[src/rtl/mips_pkg.sv]
// Shared types and widths for the MIPS pipeline stages.
// Latency: none (declarations only).
// Backpressure: none (declarations only).
package mips_pkg;

  localparam int WORD_W     = 32;
  localparam int REG_ADDR_W = 5;

  typedef enum logic {
    IDLE = 1'b0,
    BUSY = 1'b1
  } mem_state_t;

endpackage

[src/rtl/mem_stage_if.sv]
// Data-memory request/ready bus between the MEM stage and data memory.
// Latency: none (wires only); a request completes in the cycle ready is high.
// Backpressure: memory holds dmem_ready low to insert wait states.
interface mem_stage_if;
  import mips_pkg::*;

  logic              dmem_req;
  logic              dmem_we;
  logic [WORD_W-1:0] dmem_addr;
  logic [WORD_W-1:0] dmem_wdata;
  logic              dmem_ready;
  logic [WORD_W-1:0] dmem_rdata;

  modport master (
    output dmem_req, dmem_we, dmem_addr, dmem_wdata,
    input  dmem_ready, dmem_rdata
  );

  modport slave (
    input  dmem_req, dmem_we, dmem_addr, dmem_wdata,
    output dmem_ready, dmem_rdata
  );

endinterface

[src/rtl/mem_wb.sv]
// MEM/WB pipeline register with bubble insertion and error pulse flops.
// Latency: 1 cycle from capture to outputs.
// Backpressure: bubble loads a no-op; data fields hold their previous value.
module mem_wb
  import mips_pkg::*;
(
  input  logic                  clk,
  input  logic                  rst,
  input  logic                  bubble,
  input  logic                  capture,
  input  logic                  rdata_en,
  input  logic                  kill,
  input  logic                  misalign_in,
  input  logic                  bus_err_in,
  input  logic                  reg_write_in,
  input  logic                  mem_to_reg_in,
  input  logic [WORD_W-1:0]     alu_result_in,
  input  logic [WORD_W-1:0]     read_data_in,
  input  logic [REG_ADDR_W-1:0] dest_reg_in,
  output logic                  reg_write_out,
  output logic                  mem_to_reg_out,
  output logic [WORD_W-1:0]     alu_result_out,
  output logic [WORD_W-1:0]     read_data_out,
  output logic [REG_ADDR_W-1:0] dest_reg_out,
  output logic                  misalign_err,
  output logic                  bus_err
);

  logic                  reg_write_q,  reg_write_d;
  logic                  mem_to_reg_q, mem_to_reg_d;
  logic [WORD_W-1:0]     alu_result_q, alu_result_d;
  logic [WORD_W-1:0]     read_data_q,  read_data_d;
  logic [REG_ADDR_W-1:0] dest_reg_q,   dest_reg_d;
  logic                  misalign_q,   misalign_d;
  logic                  bus_err_q,    bus_err_d;

  // Next register contents: bubble clears control, capture passes the instruction on.
  always_comb begin
    reg_write_d  = reg_write_q;
    mem_to_reg_d = mem_to_reg_q;
    alu_result_d = alu_result_q;
    read_data_d  = read_data_q;
    dest_reg_d   = dest_reg_q;
    misalign_d   = 1'b0;
    bus_err_d    = 1'b0;
    if (bubble) begin
      reg_write_d  = 1'b0;
      mem_to_reg_d = 1'b0;
    end else if (capture) begin
      reg_write_d  = reg_write_in & ~kill;
      mem_to_reg_d = mem_to_reg_in & ~kill;
      alu_result_d = alu_result_in;
      dest_reg_d   = dest_reg_in;
      misalign_d   = misalign_in;
      bus_err_d    = bus_err_in;
      if (rdata_en) begin
        read_data_d = read_data_in;
      end
    end
  end

  // Register state; error flags self-clear so they only pulse for one cycle.
  always_ff @(posedge clk or negedge rst) begin
    if (!rst) begin
      reg_write_q  <= 1'b0;
      mem_to_reg_q <= 1'b0;
      alu_result_q <= '0;
      read_data_q  <= '0;
      dest_reg_q   <= '0;
      misalign_q   <= 1'b0;
      bus_err_q    <= 1'b0;
    end else begin
      reg_write_q  <= reg_write_d;
      mem_to_reg_q <= mem_to_reg_d;
      alu_result_q <= alu_result_d;
      read_data_q  <= read_data_d;
      dest_reg_q   <= dest_reg_d;
      misalign_q   <= misalign_d;
      bus_err_q    <= bus_err_d;
    end
  end

  assign reg_write_out  = reg_write_q;
  assign mem_to_reg_out = mem_to_reg_q;
  assign alu_result_out = alu_result_q;
  assign read_data_out  = read_data_q;
  assign dest_reg_out   = dest_reg_q;
  assign misalign_err   = misalign_q;
  assign bus_err        = bus_err_q;

endmodule

[src/rtl/mem_stage.sv]
// MIPS MEM stage: word load/store over a req/ready bus, feeding the MEM/WB register.
// Latency: 1 cycle for zero-wait or non-memory ops; each wait cycle adds one stall.
// Backpressure: mem_stall holds upstream while an access waits; the timeout aborts with bus_err.
module mem_stage
  import mips_pkg::*;
#(
  parameter int TIMEOUT_CYCLES = 16,
  parameter int CNT_W          = 5
) (
  input  logic                  clk,
  input  logic                  rst,
  input  logic                  RegWrite_in,
  input  logic                  MemtoReg_in,
  input  logic                  MemRead_in,
  input  logic                  MemWrite_in,
  input  logic [WORD_W-1:0]     alu_result_in,
  input  logic [WORD_W-1:0]     write_data_in,
  input  logic [REG_ADDR_W-1:0] dest_reg_in,
  mem_stage_if.master           dmem,
  output logic                  mem_stall,
  output logic                  RegWrite_out,
  output logic                  MemtoReg_out,
  output logic [WORD_W-1:0]     read_data_out,
  output logic [WORD_W-1:0]     alu_result_out,
  output logic [REG_ADDR_W-1:0] dest_reg_out,
  output logic                  misalign_err,
  output logic                  bus_err
);

  localparam logic [CNT_W-1:0] TO_CNT  = CNT_W'(TIMEOUT_CYCLES);
  localparam logic [CNT_W-1:0] CNT_MAX = '1;
  localparam logic             TO_EN   = (TIMEOUT_CYCLES != 0);

  mem_state_t       state_q, state_d;
  logic [CNT_W-1:0] cnt_q,   cnt_d;

  logic mem_op;
  logic aligned;
  logic acc_ok;
  logic timeout;
  logic complete;
  logic misalign;
  logic abort;
  logic ld_done;

  assign mem_op   = MemRead_in | MemWrite_in;
  assign aligned  = (alu_result_in[1:0] == 2'b00);
  assign acc_ok   = mem_op & aligned;
  assign timeout  = TO_EN & (state_q == BUSY) & (cnt_q == TO_CNT);
  assign complete = ~mem_op | ~aligned | dmem.dmem_ready | timeout;
  assign misalign = mem_op & ~aligned;
  // A same-cycle ready beats the timeout, so abort only without ready.
  assign abort    = timeout & ~dmem.dmem_ready;
  assign ld_done  = MemRead_in & aligned & dmem.dmem_ready;

  // Bus is driven straight from the held EX/MEM fields; reset kills req at once.
  assign dmem.dmem_req   = acc_ok & rst;
  assign dmem.dmem_we    = MemWrite_in;
  assign dmem.dmem_addr  = {alu_result_in[WORD_W-1:2], 2'b00};
  assign dmem.dmem_wdata = write_data_in;
  assign mem_stall       = ~complete & rst;

  // Next state and wait counter; leaving BUSY on any completion condition.
  always_comb begin
    state_d = state_q;
    cnt_d   = cnt_q;
    unique case (state_q)
      IDLE: begin
        if (acc_ok && !dmem.dmem_ready) begin
          state_d = BUSY;
          cnt_d   = CNT_W'(1);
        end
      end
      BUSY: begin
        if (complete) begin
          state_d = IDLE;
          cnt_d   = '0;
        end else if (cnt_q != CNT_MAX) begin
          cnt_d = cnt_q + CNT_W'(1);
        end
      end
      default: begin
        state_d = IDLE;
        cnt_d   = '0;
      end
    endcase
  end

  // State and counter registers.
  always_ff @(posedge clk or negedge rst) begin
    if (!rst) begin
      state_q <= IDLE;
      cnt_q   <= '0;
    end else begin
      state_q <= state_d;
      cnt_q   <= cnt_d;
    end
  end

  mem_wb u_mem_wb (
    .clk            (clk),
    .rst            (rst),
    .bubble         (~complete),
    .capture        (complete),
    .rdata_en       (ld_done),
    .kill           (misalign | abort),
    .misalign_in    (misalign),
    .bus_err_in     (abort),
    .reg_write_in   (RegWrite_in),
    .mem_to_reg_in  (MemtoReg_in),
    .alu_result_in  (alu_result_in),
    .read_data_in   (dmem.dmem_rdata),
    .dest_reg_in    (dest_reg_in),
    .reg_write_out  (RegWrite_out),
    .mem_to_reg_out (MemtoReg_out),
    .alu_result_out (alu_result_out),
    .read_data_out  (read_data_out),
    .dest_reg_out   (dest_reg_out),
    .misalign_err   (misalign_err),
    .bus_err        (bus_err)
  );

endmodule

[src/flat_wrapper.sv]
// flat-port wrapper written by rule: the top's interface ports become plain ports
module mem_stage_flat import mips_pkg::*;
#(
  parameter int TIMEOUT_CYCLES = 16,
  parameter int CNT_W          = 5
)
  (clk, rst, RegWrite_in, MemtoReg_in, MemRead_in, MemWrite_in, alu_result_in, write_data_in, dest_reg_in, mem_stall, RegWrite_out, MemtoReg_out, read_data_out, alu_result_out, dest_reg_out, misalign_err, bus_err, dmem_dmem_req, dmem_dmem_we, dmem_dmem_addr, dmem_dmem_wdata, dmem_dmem_ready, dmem_dmem_rdata);
  mem_stage_if dmem_i ();
  input  logic clk;
  input  logic rst;
  input  logic RegWrite_in;
  input  logic MemtoReg_in;
  input  logic MemRead_in;
  input  logic MemWrite_in;
  input  logic [WORD_W-1:0] alu_result_in;
  input  logic [WORD_W-1:0] write_data_in;
  input  logic [REG_ADDR_W-1:0] dest_reg_in;
  output logic mem_stall;
  output logic RegWrite_out;
  output logic MemtoReg_out;
  output logic [WORD_W-1:0] read_data_out;
  output logic [WORD_W-1:0] alu_result_out;
  output logic [REG_ADDR_W-1:0] dest_reg_out;
  output logic misalign_err;
  output logic bus_err;
  output wire logic [$bits(dmem_i.dmem_req)-1:0] dmem_dmem_req;
  output wire logic [$bits(dmem_i.dmem_we)-1:0] dmem_dmem_we;
  output wire logic [$bits(dmem_i.dmem_addr)-1:0] dmem_dmem_addr;
  output wire logic [$bits(dmem_i.dmem_wdata)-1:0] dmem_dmem_wdata;
  input wire logic [$bits(dmem_i.dmem_ready)-1:0] dmem_dmem_ready;
  input wire logic [$bits(dmem_i.dmem_rdata)-1:0] dmem_dmem_rdata;
  assign dmem_dmem_req = dmem_i.dmem_req;
  assign dmem_dmem_we = dmem_i.dmem_we;
  assign dmem_dmem_addr = dmem_i.dmem_addr;
  assign dmem_dmem_wdata = dmem_i.dmem_wdata;
  assign dmem_i.dmem_ready = dmem_dmem_ready;
  assign dmem_i.dmem_rdata = dmem_dmem_rdata;
  mem_stage #(.TIMEOUT_CYCLES(TIMEOUT_CYCLES), .CNT_W(CNT_W)) u_core (.clk(clk), .rst(rst), .RegWrite_in(RegWrite_in), .MemtoReg_in(MemtoReg_in), .MemRead_in(MemRead_in), .MemWrite_in(MemWrite_in), .alu_result_in(alu_result_in), .write_data_in(write_data_in), .dest_reg_in(dest_reg_in), .dmem(dmem_i), .mem_stall(mem_stall), .RegWrite_out(RegWrite_out), .MemtoReg_out(MemtoReg_out), .read_data_out(read_data_out), .alu_result_out(alu_result_out), .dest_reg_out(dest_reg_out), .misalign_err(misalign_err), .bus_err(bus_err));
endmodule
[config.mk]
export PLATFORM = sky130hd
export DESIGN_NAME = mem_stage_flat
export DESIGN_NICKNAME = d
export VERILOG_FILES = /design/src/rtl/mips_pkg.sv /design/src/rtl/mem_stage_if.sv /design/src/rtl/mem_wb.sv /design/src/rtl/mem_stage.sv /design/src/flat_wrapper.sv
export SDC_FILE = /design/constraint.sdc
export NUM_CORES = 1
export LEC_CHECK = 0
export CAP_MARGIN = 25
export CELL_PAD_IN_SITES_DETAIL_PLACEMENT = 0
export CELL_PAD_IN_SITES_GLOBAL_PLACEMENT = 1
export CORE_MARGIN = 3
export CORE_UTILIZATION = 25
export CTS_CLUSTER_DIAMETER = 120
export DETAILED_ROUTE_END_ITERATION = 16
export GPL_ROUTABILITY_DRIVEN = 0
export GPL_TIMING_DRIVEN = 1
export PLACE_DENSITY = 0.85
export SETUP_SLACK_MARGIN = 0.02
export SLEW_MARGIN = 10
export SYNTH_ARGS = -nofsm -noshare
export SYNTH_HDL_FRONTEND = slang
export SYNTH_HIERARCHICAL = 1
export SYNTH_SLANG_ARGS = --single-unit
export TNS_END_PERCENT = 5
[constraint.sdc]
create_clock -name clk -period 5.4 [get_ports clk]
set_input_delay 0.81 -clock clk [delete_from_list [all_inputs] [get_ports clk]]
set_output_delay 0.81 -clock clk [all_outputs]
set_load 0.005 [all_outputs]
==> metrics.txt, run 1 <==
Total Routing Usage GR=10.9%; Worst Path Required=4.59 ns; Setup-failing EPs final=0; CP cell instances=clkdlybuf4s50_1 -> nor4_1 -> and3_1 -> clkdlybuf4s50_1; maximum VDD drop=122 uV; global route total overflow=0; final worst path period share=63.4%; hold_buf cts=0; Buf+Inv Stages, Crit Path=2; H-tree levels=3; Syn. warnings=6; first-pass GRT wire length=13900 um; diode count=0; RSZ-0062 raised after global routing=false; Synth cell types=35; Post-DP HPWL=6750 um; vias in the first global route=2768; Final Util=38.8%; register bit total from synthesis=79; IO Count=248; Layout area overhead=48.9%; Hold Path Class=in -> async; Pins Over Slew Limit=0; DR vias/cell=4.22; leakage power=0.00230 uW; Mapped Avg Cell Area=13.5 um2; commonest non-fill, non-tap cell in the layout=clkdlybuf4s50_1; die area=0.0162 mm2; CP max FO=5; initial antenna violation count=0; clk_skew=0.00693 ns; Max Freq=0.292 GHz; endpoints failing hold=0; register area share after synthesis=53.6%; DRT iter0 DRCs=70; max layer used=met4; Post-route DRC=0; port bufs=181; Pwr Density=309 mW/mm2; largest net degree at the start of global routing=46; Met2 Wirelength=4560 um; CTS tree=built; nets=507; run status=finished clean; via count=2449; crit path DAT=2.61 ns; class of the most critical setup path=in -> out; most frequent cells in the layout=180 x clkdlybuf4s50_1, 79 x dfrtp_1, 61 x mux2_2; Top cell by count, worst path=clkdlybuf4s50_1; Die H=127 um; top post-synthesis cells by area=dfrtp_1 54%, mux2_2 19%, buf_4 13%; final wirelength=8810 um; delay-heaviest family, CP=buffers and inverters; clock latency on the worst-skew pair=0.33 ns; clock root buffer=clkbuf_16; Resize count post-CTS=0; clock buffer depth=2; row count=43; final instance area=0.00549 mm2; area leader, netlist=dfrtp_1; cell area after synthesis=0.00369 mm2; Worst slew margin=55.5%; antenna viol nets, final=0; Initial Util=26.1%; async set-reset flop share out of synthesis=100%; WL/cell=15.2 um; Post-CTS Setup Inserts=0; Worst-Margin Slew=0.667 ns; max incr delay on CP=0.56 ns; EDFF count, synth=0; placed inst area=0.00521 mm2; number of CTS-inserted buffers=9; DR pass1 iterations=4; CP endpoint kind=output pin; core footprint=0.0141 mm2; Max-Cap Viols=0; met3 wire len=835 um; cells after synthesis=273; die span in x=127 um; metal1 wirelength=3210 um; fraction of layout cells with a size suffix above 1=23.9%; crit start category=input pin; Post-synth top flop=dfrtp_1; final setup TNS=0 ns; Yosys top cell area share=53.6%; Final min period=3.42 ns; Sink Count=79; clock transition at the registers of the reported paths=0.06 ns; cell with the largest stage delay on the worst path=nor4_1
flip-flops by register name, indices dropped and copies added (netlist names):
name,cells
u_core/cnt_q,5
u_core/u_mem_wb/reg_write_out,1
u_core/u_mem_wb/misalign_err,1
u_core/u_mem_wb/mem_to_reg_out,1
u_core/u_mem_wb/alu_result_out,32
u_core/u_mem_wb/bus_err,1
u_core/u_mem_wb/dest_reg_out,5
u_core/state_q,1
u_core/u_mem_wb/read_data_out,32
cell usage after synthesis (3+ instances only):
| master | n |
|---|---|
| buf_2 | 5 |
| nand2_1 | 3 |
| mux2_2 | 61 |
| and2_1 | 4 |
| o21ai_0 | 3 |
| nand3b_1 | 3 |
| dfrtp_1 | 79 |
| nand2b_1 | 3 |
| inv_1 | 4 |
| nor2_1 | 4 |
| buf_4 | 65 |
| ha_1 | 3 |
| mux2_4 | 8 |
layer usage:
| layer | vias to the layer above | track usage (%) |
|---|---|---|
| li1 | 1116 | - |
| met5 | - | 0 |
| met3 | 25 | 3.47 |
| met2 | 122 | 19.0 |
| met1 | 1186 | 11.7 |
| met4 | 0 | 5.93 |
area by class of cell:
type                    instances  area (um2)
multi-input cells             119        1160
fillers                      1322        8660
repair buffers                183        1820
clock inverters                 5        42.5
clock buffers                  11         243
well taps                     180         225
flip-flops and latches         79        1980
inverters                       4        15.0
through the flow:
stage          hold slack [ns]  total power (uW)  cells  setup WS [ns]
4_1_cts                  0.483              1730    581           1.98
3_5_place_dp             0.494              1150    565           2.02
2_1_floorplan            0.479               885    274           3.00
6_report                 0.469              1700    581           1.98
3_3_place_gp             0.486              1140    565           2.00
5_1_grt                  0.511              1790    581           1.82
path summary, 6_finish.rpt:
kind / slack, ns / end / startpoint / depth (start not counted)
worst max register to register: 2.77 / u_core/u_mem_wb/alu_result_out[19]$_DFFE_PN0P_ / u_core/cnt_q[0]$_DFFE_PN0P_ / 8
worst max-delay path: 1.98 / mem_stall / alu_result_in[1] / 4
max in group asynchronous: 4.03 / u_core/u_mem_wb/misalign_err$_DFF_PN0_ / rst / 2
worst min register to register: 0.50 / u_core/u_mem_wb/read_data_out[22]$_DFFE_PN0P_ / u_core/u_mem_wb/read_data_out[22]$_DFFE_PN0P_ / 1
min in group clk: 0.50 / u_core/u_mem_wb/read_data_out[22]$_DFFE_PN0P_ / u_core/u_mem_wb/read_data_out[22]$_DFFE_PN0P_ / 1
worst min-delay path: 0.47 / u_core/u_mem_wb/read_data_out[11]$_DFFE_PN0P_ / rst / 1
cells by family (layout without fill, tap and decap cells):
family | after synthesis | count (layout) | synth area share [%]
multiplexers | 69 | 69 | 21.9
adder cells (fa/ha/maj) | 3 | 3 | 1.02
AO/OA/AOI/OAI | 13 | 13 | 2.34
flip-flops | 79 | 79 | 53.6
AND/OR/NAND/NOR | 32 | 32 | 6.14
buffers and inverters | 76 | 203 | 14.9
other | 1 | 2 | 0.102
power by group:
| part | switching [uW] | leakage (uW) | internal, uW |
|---|---|---|---|
| Sequential | 43.0 | 0.000949 | 680 |
| Clock | 239 | 0.000136 | 328 |
| Combinational | 119 | 0.00121 | 286 |
(Power assumes the default switching activity.)
==> inputs of run 2 (changes only) <==
CORE_UTILIZATION = 24   (was 25)
clock period = 3.1 ns   (was 5.4 ns; I/O delays follow)
==> run 2 against run 1 <==
  * Wire length grew 4.1%
  * Setup slack lost 1.5 ns
  * Core utilization shrank 1.5 points
  * Register-to-register slack lost 2.2 ns
  * Global-route usage shrank 0.37 points
  * First-iteration DRC count shrank 54%
  * Design area grew 0.68%
  * Non-clock buffer count grew 2
  * Count of clock-buffer cells in the layout shrank 1
  * Worst hold slack lost 0.40 ns
  * Clock power grew 78%
  * Critical path type unchanged
  * Largest power group unchanged
==> metrics.txt, run 2 (synthesized netlist as in run 1, its figures left out) <==
run status=finished clean; Final min period=2.63 ns; metal1 wirelength=3470 um (+8.0%); met3 wire len=609 um (-27%); fraction of layout cells with a size suffix above 1=23.9% (unchanged); Initial Util=24.9% (-1.2 points); most frequent cells in the layout=180 x clkdlybuf4s50_1, 79 x dfrtp_1, 61 x mux2_2; Setup-failing EPs final=0 (unchanged); antenna viol nets, final=0 (unchanged); Clock power frac=33.7% (+0.3 points); CP max FO=4 (-1); DR pass1 iterations=4 (unchanged); DRT iter0 DRCs=32 (-54%); Pwr Density=540 mW/mm2 (+75%); Worst Path Required=2.63 ns (-1.96 ns); CP startpoint=alu_result_in[1]; Post-DP HPWL=7060 um (+4.6%); CP endpoint kind=output pin; Die H=130 um (+2.0%); leakage power=0.00232 uW (+1.0%); diode count=0 (unchanged); Resize count post-CTS=0 (unchanged); R2R cell count=9 (+1); vias in the first global route=2596 (-6.2%); IO Count=248 (unchanged); die area=0.0169 mm2 (+4.0%); Max Freq=0.380 GHz; Met2 Wirelength=4800 um (+5.4%); Total Routing Usage GR=10.5% (-0.37 points); first-pass GRT wire length=13600 um (-2.4%); core footprint=0.0148 mm2 (+4.7%); clock latency on the worst-skew pair=0.34 ns (about the same); Worst slew margin=57.1% (+1.6 points); final wirelength=9170 um (+4.1%); hold_buf cts=0 (unchanged); Gate power share=24.0% (about the same); Critical R2R Launch=u_core/cnt_q[0]$_DFFE_PN0P_; Net Switching=687 uW (+71%); commonest non-fill, non-tap cell in the layout=clkdlybuf4s50_1; port bufs=181 (unchanged); Sink Count=79 (unchanged); Post-route DRC=0 (unchanged); max layer used=met4; H-tree levels=3 (unchanged); number of CTS-inserted buffers=9 (unchanged); crit start category=input pin; setup slack, reg-to-reg=0.57 ns (-2.20 ns); Worst-Margin Slew=0.635 ns (-0.0319 ns); WL/cell=15.7 um (+3.4%); Hold Slack=0.0645 ns (-0.405 ns); crit path DAT=2.17 ns (-0.44 ns); class of the most critical setup path=in -> out; Design Power=2990 uW (+76%); Post-CTS Setup Inserts=0 (unchanged); final setup TNS=0 ns (unchanged); Hold Path Class=in -> async; register share of total power=42.3% (-0.3 points); Pins Over Slew Limit=0 (unchanged); maximum VDD drop=278 uV (+130%); DR vias/cell=4.21 (-0.16%); global route total overflow=0 (unchanged); switch share=23.0% (-0.69 points); clock root buffer=clkbuf_16; row count=44 (+2.3%); final worst path period share=85.0%; RSZ-0062 raised after global routing=false; r2r endpoint=u_core/u_mem_wb/dest_reg_out[3]$_DFFE_PN0P_; via count=2462 (+0.53%); largest net degree at the start of global routing=53 (+15%); initial antenna violation count=0 (unchanged); clock transition at the registers of the reported paths=0.06 ns (about the same); die span in x=130 um (+2.0%); endpoints failing hold=0 (unchanged); clk_skew=0.0120 ns (+0.00508 ns); nets=509 (+0.39%); Max-Cap Viols=0 (unchanged); Layout area overhead=49.9%; cell-internal power=2300 uW (+78%); clock buffer depth=2 (unchanged); CTS tree=built
[run 2: cell types whose count changed in the layout (fill, tap and decap cells not counted)]
cell        before  now
inv_6            1    0
clkinvlp_4       1    0
bufinv_16        0    1
clkinv_2         0    2
clkbuf_8         1    0
clkinv_4         3    1
buf_12           0    2
[run 2: worst max path at each step]
stage,endpoint,slack [ns],cells after the start
after floorplan,u_core/u_mem_wb/alu_result_out[10]$_DFFE_PN0P_,0.94,10
after global placement,mem_stall,0.46,5
after detailed placement,u_core/u_mem_wb/dest_reg_out[3]$_DFFE_PN0P_,0.37,8
after CTS,mem_stall,0.46,5
after global routing,mem_stall,0.32,5
final,mem_stall,0.47,5
[run 2: per-layer routing]
layer / track usage (%) / up-vias
met4: 6.48 / 0
met2: 18.1 / 114
li1: - / 1121
met1: 11.7 / 1194
met5: 0 / -
met3: 2.70 / 33
[run 2: cell type report]
class / count / area [um2]
fill: 1385 / 9280
sequential: 79 / 1980
timing repair buffer: 185 / 1860
multi-input combinational: 119 / 1160
tap: 184 / 230
clock buffer: 10 / 229
clock inverter: 4 / 48.8
inverter: 4 / 15.0
[run 2: per-stage QoR]
stage	util (%)	instance area, um2	setup WS, ns	std cells
floorplan	-	3690	0.937	274
global placement	35.5	5250	0.457	571
global route	37.3	5530	0.319	585
finish	37.3	5530	0.466	585
detailed placement	35.5	5250	0.369	571
CTS	37.3	5530	0.462	585
[run 2: power by group through the flow]
| stage | registers (uW) | clock network (uW) | logic (uW) |
|---|---|---|---|
| 2_1_floorplan | 1290 | 0 | 253 |
| 3_3_place_gp | 1280 | 0 | 712 |
| 3_5_place_dp | 1280 | 0 | 729 |
| 4_1_cts | 1270 | 1060 | 733 |
| 5_1_grt | 1280 | 1100 | 765 |
| 6_report | 1260 | 1010 | 717 |
[run 2: worst max-delay path, cell delays in order]
cell and delay, ns:
clkdlybuf4s50_1 0.50, nor4_1 0.37, buf_4 0.18, and3_1 0.15, clkdlybuf4s50_1 0.50
